==> src/rtl/tlb_op_ctrl.sv <==
// TLB maintenance sequencer: runs TLBSRCH/TLBRD/TLBWR/TLBFILL/INVTLB against the TLB entry
// memory one operation at a time and returns a registered single-cycle response.
module tlb_op_ctrl #(
    parameter int unsigned TLBNUM = 32
) (
    input  logic                      clk,
    input  logic                      rstn,
    input  logic                      req_valid,
    output logic                      req_ready,
    input  logic [2:0]                req_op,
    input  logic [$clog2(TLBNUM)-1:0] req_index,
    input  logic [4:0]                req_inv_op,
    input  logic [9:0]                req_asid,
    input  logic [31:0]               req_vaddr,
    input  logic [88:0]               req_entry,
    output logic                      resp_valid,
    output logic                      resp_hit,
    output logic [$clog2(TLBNUM)-1:0] resp_index,
    output logic [88:0]               resp_entry,
    output logic                      resp_err,
    output logic [$clog2(TLBNUM)-1:0] mem_r_index,
    input  logic [88:0]               mem_r_entry,
    output logic                      mem_we,
    output logic [$clog2(TLBNUM)-1:0] mem_w_index,
    output logic [88:0]               mem_w_entry,
    output logic [2:0]                mem_clear,
    output logic [9:0]                mem_clear_asid,
    output logic [31:0]               mem_clear_vaddr
);

    localparam int unsigned IW = $clog2(TLBNUM);

    localparam logic [2:0] OpSrch = 3'd0;
    localparam logic [2:0] OpRd   = 3'd1;
    localparam logic [2:0] OpWr   = 3'd2;
    localparam logic [2:0] OpFill = 3'd3;
    localparam logic [2:0] OpInv  = 3'd4;

    typedef enum logic [1:0] {StIdle, StExec, StScan} state_e;

    state_e          state_q, state_d;
    logic [2:0]      op_q;
    logic [IW-1:0]   idx_q;
    logic [4:0]      inv_op_q;
    logic [9:0]      asid_q;
    logic [31:0]     vaddr_q;
    logic [88:0]     entry_q;
    logic [IW-1:0]   fill_q;
    logic [IW-1:0]   scan_q;

    logic            resp_valid_q;
    logic            resp_hit_q;
    logic [IW-1:0]   resp_index_q;
    logic [88:0]     resp_entry_q;
    logic            resp_err_q;

    logic            accept;
    logic [2:0]      inv_code;
    logic            exec_err;
    logic            vpn_eq;
    logic            scan_hit;
    logic            scan_last;
    logic            scan_done;

    assign accept = (state_q == StIdle) && req_valid;

    // Fields of the entry currently presented on the read port.
    logic [18:0] rd_vpn2;
    logic [9:0]  rd_asid;
    logic [5:0]  rd_ps;
    logic        rd_g;
    logic        rd_e;

    assign rd_vpn2 = mem_r_entry[88:70];
    assign rd_asid = mem_r_entry[69:60];
    assign rd_ps   = mem_r_entry[59:54];
    assign rd_g    = mem_r_entry[53];
    assign rd_e    = mem_r_entry[52];

    // 4MB pages compare only the upper ten VPN2 bits.
    assign vpn_eq    = (rd_ps == 6'd21) ? (rd_vpn2[18:9] == vaddr_q[31:22])
                                        : (rd_vpn2 == vaddr_q[31:13]);
    assign scan_hit  = rd_e && (rd_g || (rd_asid == asid_q)) && vpn_eq;
    assign scan_last = (scan_q == IW'(TLBNUM - 1));
    assign scan_done = scan_hit || scan_last;

    always_comb begin
        if (inv_op_q <= 5'd1) begin
            inv_code = 3'd1;
        end else if (inv_op_q <= 5'd6) begin
            inv_code = inv_op_q[2:0];
        end else begin
            inv_code = 3'd0;
        end
    end

    assign exec_err = (op_q > OpInv) || ((op_q == OpInv) && (inv_code == 3'd0));

    // State register
    always_ff @(posedge clk or negedge rstn) begin
        if (!rstn) begin
            state_q <= StIdle;
        end else begin
            state_q <= state_d;
        end
    end

    // Next-state logic
    always_comb begin
        state_d = state_q;
        unique case (state_q)
            StIdle: begin
                if (req_valid) begin
                    state_d = (req_op == OpSrch) ? StScan : StExec;
                end
            end
            StExec: state_d = StIdle;
            StScan: begin
                if (scan_done) begin
                    state_d = StIdle;
                end
            end
            default: state_d = StIdle;
        endcase
    end

    // Output logic: memory command and request handshake
    always_comb begin
        req_ready       = (state_q == StIdle);
        mem_r_index     = '0;
        mem_we          = 1'b0;
        mem_w_index     = '0;
        mem_w_entry     = '0;
        mem_clear       = 3'd0;
        mem_clear_asid  = '0;
        mem_clear_vaddr = '0;
        unique case (state_q)
            StExec: begin
                case (op_q)
                    OpWr, OpFill: begin
                        mem_we      = 1'b1;
                        mem_w_index = idx_q;
                        mem_w_entry = entry_q;
                    end
                    OpRd: mem_r_index = idx_q;
                    OpInv: begin
                        mem_clear       = inv_code;
                        mem_clear_asid  = asid_q;
                        mem_clear_vaddr = vaddr_q;
                    end
                    default: ;
                endcase
            end
            StScan:  mem_r_index = scan_q;
            default: ;
        endcase
    end

    // Free-running fill counter; the FILL target is captured at accept.
    always_ff @(posedge clk or negedge rstn) begin
        if (!rstn) begin
            fill_q <= '0;
        end else begin
            fill_q <= fill_q + 1'b1;
        end
    end

    always_ff @(posedge clk or negedge rstn) begin
        if (!rstn) begin
            op_q     <= '0;
            idx_q    <= '0;
            inv_op_q <= '0;
            asid_q   <= '0;
            vaddr_q  <= '0;
            entry_q  <= '0;
        end else if (accept) begin
            op_q     <= req_op;
            idx_q    <= (req_op == OpFill) ? fill_q : req_index;
            inv_op_q <= req_inv_op;
            asid_q   <= req_asid;
            vaddr_q  <= req_vaddr;
            entry_q  <= req_entry;
        end
    end

    always_ff @(posedge clk or negedge rstn) begin
        if (!rstn) begin
            scan_q <= '0;
        end else if (state_q == StScan) begin
            scan_q <= scan_q + 1'b1;
        end else begin
            scan_q <= '0;
        end
    end

    // Response registers hold their value until the next response.
    always_ff @(posedge clk or negedge rstn) begin
        if (!rstn) begin
            resp_valid_q <= 1'b0;
            resp_hit_q   <= 1'b0;
            resp_index_q <= '0;
            resp_entry_q <= '0;
            resp_err_q   <= 1'b0;
        end else begin
            resp_valid_q <= 1'b0;
            if (state_q == StExec) begin
                resp_valid_q <= 1'b1;
                resp_hit_q   <= 1'b0;
                resp_err_q   <= exec_err;
                if ((op_q == OpWr) || (op_q == OpFill)) begin
                    resp_index_q <= idx_q;
                end
                if (op_q == OpRd) begin
                    resp_entry_q <= mem_r_entry;
                end
            end else if ((state_q == StScan) && scan_done) begin
                resp_valid_q <= 1'b1;
                resp_hit_q   <= scan_hit;
                resp_err_q   <= 1'b0;
                resp_index_q <= scan_hit ? scan_q : '0;
            end
        end
    end

    assign resp_valid = resp_valid_q;
    assign resp_hit   = resp_hit_q;
    assign resp_index = resp_index_q;
    assign resp_entry = resp_entry_q;
    assign resp_err   = resp_err_q;

endmodule
==> config.mk <==
export PLATFORM = sky130hd
export DESIGN_NAME = tlb_op_ctrl
export DESIGN_NICKNAME = d
export VERILOG_FILES = /design/src/rtl/tlb_op_ctrl.sv
export SDC_FILE = /design/constraint.sdc
export NUM_CORES = 1
export LEC_CHECK = 0
export BUFFER_PORTS_ARGS = -buffer_cell sky130_fd_sc_hd__buf_2
export CORE_AREA = 2 2 184 186
export CTS_BUF_LIST = sky130_fd_sc_hd__clkbuf_4 sky130_fd_sc_hd__clkbuf_8 sky130_fd_sc_hd__clkbuf_16
export DETAILED_ROUTE_END_ITERATION = 16
export DIE_AREA = 0 0 186 188
export PLACE_DENSITY_LB_ADDON = 0.08
export SLEW_MARGIN = 40
export SYNTH_ARGS = -nofsm -noshare
export SYNTH_HDL_FRONTEND = slang
export SYNTH_SLANG_ARGS = --single-unit
==> constraint.sdc <==
create_clock -name clk -period 2 [get_ports clk]
set_input_delay 0.1 -clock clk [delete_from_list [all_inputs] [get_ports clk]]
set_output_delay 0.1 -clock clk [all_outputs]
set_load 0.01 [all_outputs]
==> results of run 1 <==
[where the power goes]
group	internal, W	switching [W]
clock network	0.00384	0.00223
logic	0.00545	0.00373
registers	0.00728	0.00131
[final timing paths]
check	from	to	slack (ns)
max reg2reg	state_q[1]	resp_entry[20]	-0.10
min in group clk	req_vaddr[20]	vaddr_q[20]	0.31
max	state_q[1]	mem_w_entry[84]	-0.28
max in group asynchronous	rstn	entry_q[75]	1.26
min	rstn	vaddr_q[7]	0.03
min reg2reg	fill_q[0]	fill_q[0]	0.48
[routing by layer]
metal / wire length [µm] / vias up / global-route usage [%]
li1: - / 4410 / -
met1: 16130 / 4669 / 23.86
met2: 21040 / 306 / 36.95
met3: 2581 / 47 / 5.341
met4: 809 / 0 / 4.573
met5: 0 / - / 0
[kinds of logic (layout without fill, tap and decap cells)]
logic type / count (synthesis) / after routing / share of synthesized area, %
AO/OA/AOI/OAI: 39 / 39 / 2.512
other: 0 / 3 / 0
multiplexers: 232 / 232 / 23.59
adder cells (fa/ha/maj): 6 / 6 / 0.6790
buffers and inverters: 46 / 855 / 1.675
XOR/XNOR: 34 / 34 / 2.694
AND/OR/NAND/NOR: 208 / 208 / 11.59
flip-flops: 253 / 253 / 57.27
[metrics by stage]
| step | setup WS (ns) | total power [W] | TNS (ns) | instances | hold WS (ns) |
|---|---|---|---|---|---|
| 2_1_floorplan | 0.006134 | 0.01230 | 0 | 818 | -0.1956 |
| 3_3_place_gp | -0.3844 | 0.01513 | -3.045 | 1736 | 0.01897 |
| 3_5_place_dp | -0.3639 | 0.01528 | -2.822 | 1736 | 0.02095 |
| 4_1_cts | -0.2736 | 0.02242 | -39.05 | 2048 | 0.01946 |
| 5_1_grt | -0.3787 | 0.02512 | -52.72 | 2078 | 0.05123 |
| 6_report | -0.2842 | 0.02384 | -32.42 | 2078 | 0.02829 |
[cells in the mapped netlist, types with 6 or more instances]
library cell  count  area (µm²)
dfrtp_1         253        6331
o21ai_0           8       40.04
nor2_1            6       22.52
buf_2            10       50.05
xnor2_1          15       131.4
mux2_2          228        2567
a22oi_1           6       45.04
clkbuf_1         27       101.4
ha_1              6       75.07
and2_1          138       863.3
nor2b_1           8       50.05
a21oi_1           8       40.04
nand2_1          24       90.09
xor2_1           19       166.4
[cell type report]
| type | instances | share of cell area (%) |
|---|---|---|
| timing repair buffer | 795 | 33.43 |
| sequential | 253 | 31.73 |
| multi-input combinational | 519 | 26.29 |
| clock buffer | 43 | 4.622 |
| tap | 448 | 2.810 |
| clock inverter | 13 | 0.9846 |
| inverter | 4 | 0.08780 |
| antenna | 3 | 0.03763 |
[flip-flops by register name (all words and copies together), names as in the netlist, 2 cells and up]
signal	count
scan_q	5
asid_q	10
resp_entry	89
entry_q	89
fill_q	5
inv_op_q	5
resp_index	5
op_q	3
vaddr_q	32
state_q	2
idx_q	5
[timing repair]
item                       CTS  global route
gates cloned                 7            19
hold endpoints to repair   488             0
gates resized for setup     90           273
buffers inserted            14            11
setup endpoints to repair  166           231
pin swaps                   15            78
hold buffers               235             0
==> summary.txt, run 1 <==
Status
  • Outcome: complete, but fails checks
  • Failing checks: negative setup slack

Die
  • Die Wd: 186 µm
  • CORE AREA: 0.03311 mm²
  • Chip height: 188 µm
  • # IOs: 479
  • Die Footprint: 0.03497 mm²
  • Num rows: 67
  • Starting density of the core: 33.39%

Yosys
  • FF+latch count, synth: 253
  • Syn avg cell area: 13.52 µm²
  • Post-synthesis cell type count: 43
  • Post-Syn Nets: 1060
  • Synth Cell Area: 0.01106 mm²
  • Ys flop type: dfrtp_1
  • EDFF count, synth: 0
  • Cells after synthesis: 818
  • Synthesis warning total: 0
  • Asr flop ratio synth: 100.0%
  • Seq/Total Area, Yosys: 57.27%

Finish
  • Commonest non-fill, non-tap cell in the layout: buf_2
  • Final Cell Area: 0.01995 mm²
  • Commonest non-fill, non-tap cells in the layout: buf_2 (384), dfrtp_1 (253), dlygate4sd3_1 (235), mux2_2 (150), buf_6 (101)
  • Utilization after layout: 60.25%
  • Seq. cell area: 0.006331 mm²
  • Nets: 1845
  • Multi-input logic area: 0.005245 mm²
  • Number of fill cells: 2637
  • Layout area overhead: 80.46%
  • Share of layout cells above drive strength 1: 59.31%

GRT
  • GRT overflow: 0
  • Pin count of the biggest net entering global routing: 57
  • First-pass GRT wire length: 55.61 mm
  • Initial antenna violation count: 3
  • Total track usage: 20.37%
  • Vias in the first global route: 9870

Timing
  • Fin crit share: 114.2%
  • Worst-Margin Slew: 0.5076 ns
  • Final setup violation count: 214
  • Hold Violations, Final: 0
  • Tmin final: 2.284 ns
  • RSZ-0062 raised after global routing: true
  • PnR worst setup slack: -0.2842 ns
  • F_max: 437.8 MHz
  • Slew headroom: 65.93%
  • Clk_skew: 0.008403 ns
  • Max Slew Vio Count: 0

Routing
  • TritonRoute pass-1 iters: 4
  • Routed wire length: 40.56 mm
  • DR DRC count: 0
  • DR WL/cell: 19.52 µm
  • Vias/cell: 4.539
  • Routed via count: 9432
  • DRT iter0 DRCs: 287
  • Final ANT Viol Nets: 0

Placement
  • DP Area: 0.01429 mm²
  • GP Congestion: 0.7581
  • Post-DP HPWL: 24.83 mm
  • Number of port buffers: 478

Worst setup path
  • Critical-path maximum fanout: 6
  • Critical path depth: 9
  • CP top delay family: buffers and inverters
  • Worst path bufs/invs: 6
  • Critical Path RT: 1.90 ns
  • Worst-path cell chain: inv_2 > ha_4 > inv_4 > nor3b_4 > buf_6 > clkbuf_16 > buf_8 > and2_1 > buf_2
  • Setup crit start kind: register
  • Slowest cell on the critical path: dfrtp_1
  • Biggest cell delay along the critical path: 0.39 ns
  • Critical Setup Path Class: reg2out
  • Reg2Reg Depth: 10
  • Setup crit end kind: output pin
  • CP Data Arrival Time: 2.18 ns

Clocking
  • TritonCTS clock tree: built
  • Worst skew pair latency: 0.55 ns
  • CTS Buf Count: 30
  • Deepest clock path buffer count: 3
  • Clock H-tree levels: 1
  • Sink Count: 253
  • CTS clk-pin slew, worst paths: 0.06 ns
  • CTS root buf: clkbuf_16

Pwr
  • Max VDD drop: 805.4 µV
  • Leakage power: 9.562 nW
  • PwrDens: 1195 mW/mm²

Flow run
  • Max Cap Viol: 0

Worst hold path
  • HP Class: in2async
(Power assumes the default switching activity.)
==> inputs of run 2 (changes only) <==
- BUFFER_PORTS_ARGS: -buffer_cell sky130_fd_sc_hd__buf_2 -> default
- CORE_AREA: 2 2 184 186 -> 2 2 185 187
- DIE_AREA: 0 0 186 188 -> 0 0 187 189
- DONT_BUFFER_PORTS: default -> 1
==> summary.txt, run 2 (synthesis results as in run 1) <==
Status
  • Outcome: complete, but fails checks
  • Failing checks: negative hold slack, negative setup slack

Finish
  • Commonest non-fill, non-tap cells in the layout: dfrtp_1 (253), dlygate4sd3_1 (234), mux2_2 (190), and2_4 (96), and2_1 (42)
  • Multi-input logic area: 0.005160 mm²
  • Layout area overhead: 51.22%
  • Antenna cell count: 0
  • Nets: 1360
  • Finished Layout Cells: 1588
  • Number of fill cells: 2826
  • Commonest non-fill, non-tap cell in the layout: dfrtp_1
  • Share of layout cells above drive strength 1: 43.86%
  • Final Cell Area: 0.01672 mm²
  • Seq. cell area: 0.006331 mm²

Routing
  • Routed via count: 7690
  • Routed wire length: 36.15 mm
  • DR DRC count: 0
  • Vias/cell: 4.843
  • DRT iter0 DRCs: 223
  • TritonRoute pass-1 iters: 4
  • DR WL/cell: 22.76 µm
  • Final ANT Viol Nets: 0

Worst setup path
  • Critical-path maximum fanout: 8
  • Slowest cell on the critical path: dfrtp_1
  • Critical Path RT: 1.90 ns
  • Biggest cell delay along the critical path: 0.39 ns
  • Setup crit start kind: register
  • CP Data Arrival Time: 2.13 ns
  • Flop-to-flop setup slack: -0.17 ns
  • Critical path's most frequent cell: buf_6
  • Setup crit end kind: output pin
  • Critical Setup Path Class: reg2out
  • Worst-path cell chain: inv_2 > ha_4 > inv_4 > buf_6 > nor3b_4 > buf_6 > buf_8 > buf_16 > and2_4

Die
  • Starting density of the core: 33.22%
  • Die Wd: 187 µm
  • CORE AREA: 0.03328 mm²
  • Die Footprint: 0.03534 mm²
  • Chip height: 189 µm
  • Num rows: 67
  • # IOs: 479

Timing
  • RSZ-0062 raised after global routing: true
  • Tmin final: 2.234 ns
  • Fin crit share: 111.7%
  • Hold Violations, Final: 253
  • PnR worst setup slack: -0.2339 ns
  • F_max: 447.7 MHz
  • Worst-Margin Slew: 0.5981 ns
  • Slew headroom: 59.86%
  • Max Slew Vio Count: 0
  • Final setup violation count: 224
  • Fin Setup TNS: -33.18 ns
  • Hold WS: -0.7517 ns
  • Clk_skew: 0.01916 ns

Clocking
  • Sink Count: 253
  • Clock H-tree levels: 1
  • CTS Buf Count: 29
  • Cts hold-fix bufs: 234
  • Worst skew pair latency: 0.55 ns
  • TritonCTS clock tree: built
  • CTS clk-pin slew, worst paths: 0.06 ns
  • Deepest clock path buffer count: 3
  • CTS root buf: clkbuf_16

GRT
  • First-pass GRT wire length: 52.18 mm
  • GRT overflow: 0
  • Pin count of the biggest net entering global routing: 254
  • Initial antenna violation count: 0
  • Vias in the first global route: 8543
  • Total track usage: 19.05%

Pwr
  • Max VDD drop: 697.6 µV
  • Clk pwr share: 27.8%
  • Psw: 0.006646 W
  • Flop pwr share: 43.3%
  • Combinational Power Share: 28.9%
  • Leakage power: 7.224 nW
  • Tot Pwr: 0.02180 W
  • Internal power consumption: 0.01515 W
  • PwrDens: 1304 mW/mm²
  • Sw Share: 30.49%

Flow run
  • Max Cap Viol: 0

Placement
  • # placed instances: 1253
  • Post-DP HPWL: 22.56 mm
  • DP Area: 0.01182 mm²
  • Pre-CTS WS: -0.3812 ns
  • GP Congestion: 0.8019
  • Number of port buffers: 0

Worst hold path
  • HP Class: in2async
[run 2: cell types whose count changed in the layout (fill, tap and decap cells not counted), moves of 9 or more]
cell,delta
and2_1,-10
and2_4,+9
buf_12,-14
buf_2,-384
buf_6,-89
mux2_2,+40
mux2_4,-40
[run 2: path summary, 6_finish.rpt]
path / startpoint / endpoint / cells past startpoint
worst max-delay path: state_q[1] / mem_w_entry[1] / 9
worst min-delay path: rstn / vaddr_q[10] / 0
worst max register to register: state_q[1] / resp_entry[61] / 11
worst min register to register: fill_q[0] / fill_q[0] / 1
max in group asynchronous: rstn / entry_q[49] / 0
min in group clk: mem_r_entry[53] / state_q[0] / 5
[run 2: what timing repair did]
item | CTS | global route
endpoints found under the hold margin | 488 | 253
buffers inserted | 24 | 10
endpoints found under the setup margin | 176 | 237
pin swaps | 36 | 20
cloned | 8 | 12
resized for setup | 159 | 64
[run 2: power groups by stage]
| stage | Combinational [W] | Clock (W) | Sequential, W |
|---|---|---|---|
| after global routing | 0.00675 | 0.00648 | 0.00969 |
| final | 0.00630 | 0.00606 | 0.00944 |
| after global placement | 0.00434 | 0 | 0.00930 |
| after detailed placement | 0.00451 | 0 | 0.00937 |
| after floorplan | 0.00357 | 0 | 0.00873 |
| after CTS | 0.00575 | 0.00623 | 0.00939 |
[run 2: routing by layer]
metal / up-vias / part of all wire (%) / track usage (%) / wire (µm)
met5: - / 0 / 0 / 0
met3: 67 / 8.6 / 6.209 / 3119
met2: 350 / 51 / 33.86 / 18280
met1: 3858 / 38 / 21.38 / 13570
met4: 0 / 3.2 / 6.899 / 1174
li1: 3415 / - / - / -
[run 2: metrics by stage]
stage | util [%] | hold slack [ns]
finish | 50.24 | -0.7517
global route | 50.24 | -0.7919
detailed placement | 35.51 | -0.1898
global placement | 35.51 | -0.1900
floorplan | - | -0.1956
CTS | 48.49 | -0.7872
[run 2: critical path, delay by kind of cell (launching register included)]
kind	cells	cell delay (ns)
fa+ha+maj	1	0.14
buf+inv	6	0.68
flops	1	0.39
simple gates	2	0.37
[run 2: cell type report]
type	count	share of cell area, %
clock inverter	11	1.399
sequential	253	37.87
multi-input combinational	519	30.86
timing repair buffer	311	21.15
clock buffer	42	5.261
inverter	4	0.1048
tap	448	3.353
==> inputs of run 3 (changes only) <==
- SKIP_LAST_GASP: default -> 1
- SLEW_MARGIN: 40 -> 20
==> summary.txt, run 3 (synthesis results as in run 1) <==
Die
  • Starting density of the core: 33.22%
  • Die Footprint: 0.03534 mm²
  • Num rows: 67
  • Chip height: 189 µm
  • # IOs: 479
  • CORE AREA: 0.03328 mm²
  • Die Wd: 187 µm

Worst hold path
  • HP Class: in2async

Finish
  • Seq. cell area: 0.006331 mm²
  • Antenna cell count: 0
  • Multi-input logic area: 0.005130 mm²
  • Commonest non-fill, non-tap cells in the layout: dfrtp_1 (253), dlygate4sd3_1 (234), mux2_2 (198), and2_4 (96), and2_1 (42)
  • Layout area overhead: 50.49%
  • Share of layout cells above drive strength 1: 43.76%
  • Utilization after layout: 49.99%
  • Finished Layout Cells: 1586
  • Commonest non-fill, non-tap cell in the layout: dfrtp_1
  • Nets: 1358
  • Number of fill cells: 2841

Pwr
  • Combinational Power Share: 28.6%
  • Flop pwr share: 43.5%
  • PwrDens: 1303 mW/mm²
  • Sw Share: 30.44%
  • Max VDD drop: 707.6 µV
  • Tot Pwr: 0.02167 W
  • Psw: 0.006596 W
  • Clk pwr share: 27.9%
  • Leakage power: 7.176 nW
  • Internal power consumption: 0.01507 W

Placement
  • GP Congestion: 0.8019
  • # placed instances: 1253
  • Post-DP HPWL: 22.56 mm
  • Number of port buffers: 0

Status
  • Failing checks: negative hold slack, negative setup slack
  • Outcome: complete, but fails checks

Clocking
  • CTS clk-pin slew, worst paths: 0.06 ns
  • TritonCTS clock tree: built
  • Clock H-tree levels: 1
  • Cts hold-fix bufs: 234
  • Sink Count: 253
  • CTS root buf: clkbuf_16
  • Deepest clock path buffer count: 3
  • CTS Buf Count: 29
  • Worst skew pair latency: 0.55 ns

Timing
  • Worst-Margin Slew: 0.5972 ns
  • Fin crit share: 111.6%
  • Hold Violations, Final: 253
  • Clk_skew: 0.01897 ns
  • Max Slew Vio Count: 0
  • Final setup violation count: 216
  • Tmin final: 2.233 ns
  • RSZ-0062 raised after global routing: true
  • Slew headroom: 59.92%
  • PnR worst setup slack: -0.2329 ns
  • Fin Setup TNS: -33.87 ns
  • Hold WS: -0.7509 ns
  • F_max: 447.8 MHz

Routing
  • DRT iter0 DRCs: 223
  • Final ANT Viol Nets: 0
  • Routed wire length: 35.59 mm
  • TritonRoute pass-1 iters: 4
  • DR DRC count: 0
  • Vias/cell: 4.818
  • DR WL/cell: 22.44 µm
  • Routed via count: 7642

Worst setup path
  • Critical path's most frequent cell: buf_6
  • Biggest cell delay along the critical path: 0.39 ns
  • Worst reg2reg path startpoint: state_q[1]
  • Worst-path cell chain: inv_2 > ha_4 > inv_4 > buf_6 > nor3b_4 > buf_6 > buf_8 > buf_16 > and2_4
  • Critical Path RT: 1.90 ns
  • Worst path bufs/invs: 6
  • CP Data Arrival Time: 2.13 ns
  • Critical Path Start: state_q[1]
  • CP top delay family: buffers and inverters
  • Slowest cell on the critical path: dfrtp_1
  • Critical-path maximum fanout: 8
  • Setup crit end kind: output pin
  • Critical Setup Path Class: reg2out
  • Setup crit start kind: register

GRT
  • Vias in the first global route: 8537
  • First-pass GRT wire length: 52.14 mm
  • GRT overflow: 0
  • Pin count of the biggest net entering global routing: 254
  • Initial antenna violation count: 0
  • Total track usage: 19.03%

Flow run
  • Max Cap Viol: 0
[run 3: cell types whose count changed in the layout (fill, tap and decap cells not counted), sizes merged]
| cell | change |
|---|---|
| clkbuf | -2 |
[run 3: area by class of cell]
cell class | count | share of cell area (%)
multi-input combinational | 519 | 30.83
clock buffer | 42 | 5.287
sequential | 253 | 38.05
clock inverter | 11 | 1.406
timing repair buffer | 309 | 20.94
tap | 448 | 3.369
inverter | 4 | 0.1053
[run 3: final timing paths]
check	cells after the start	endpoint	slack (ns)
max	9	mem_w_entry[1]	-0.23
min	0	vaddr_q[10]	-0.75
max reg2reg	11	resp_entry[63]	-0.19
min reg2reg	1	fill_q[0]	0.47
max in group asynchronous	0	entry_q[49]	2.24
min in group clk	5	state_q[0]	0.09
[run 3: per-stage QoR]
stage / worst slack [ns] / cell area, µm² / hold WS (ns)
finish: -0.2329 / 16640 / -0.7509
global placement: -0.3059 / 11820 / -0.1900
global route: -0.3384 / 16640 / -0.7919
detailed placement: -0.3812 / 11820 / -0.1898
CTS: -0.2530 / 16120 / -0.7872
floorplan: 0.006134 / 11060 / -0.1956
[run 3: power groups by stage]
stage	Clock [W]	Combinational, W	Sequential [W]
after global placement	0	0.00434	0.00930
after detailed placement	0	0.00451	0.00937
final	0.00605	0.00620	0.00942
after global routing	0.00648	0.00666	0.00968
after CTS	0.00623	0.00574	0.00939
after floorplan	0	0.00357	0.00873
[run 3: timing repair]
item                                    4_1_cts  5_1_grt
endpoints found under the setup margin      176      237
endpoints found under the hold margin       488      253
pin swaps                                    32       21
setup buffers                                24       10
gates resized for setup                     155       63
gates cloned                                  8       10
[run 3: layer usage]
layer / routed length (µm) / track usage (%)
met4: 1105 / 6.899
met2: 18060 / 33.84
met3: 2964 / 6.209
met5: 0 / 0
met1: 13460 / 21.33
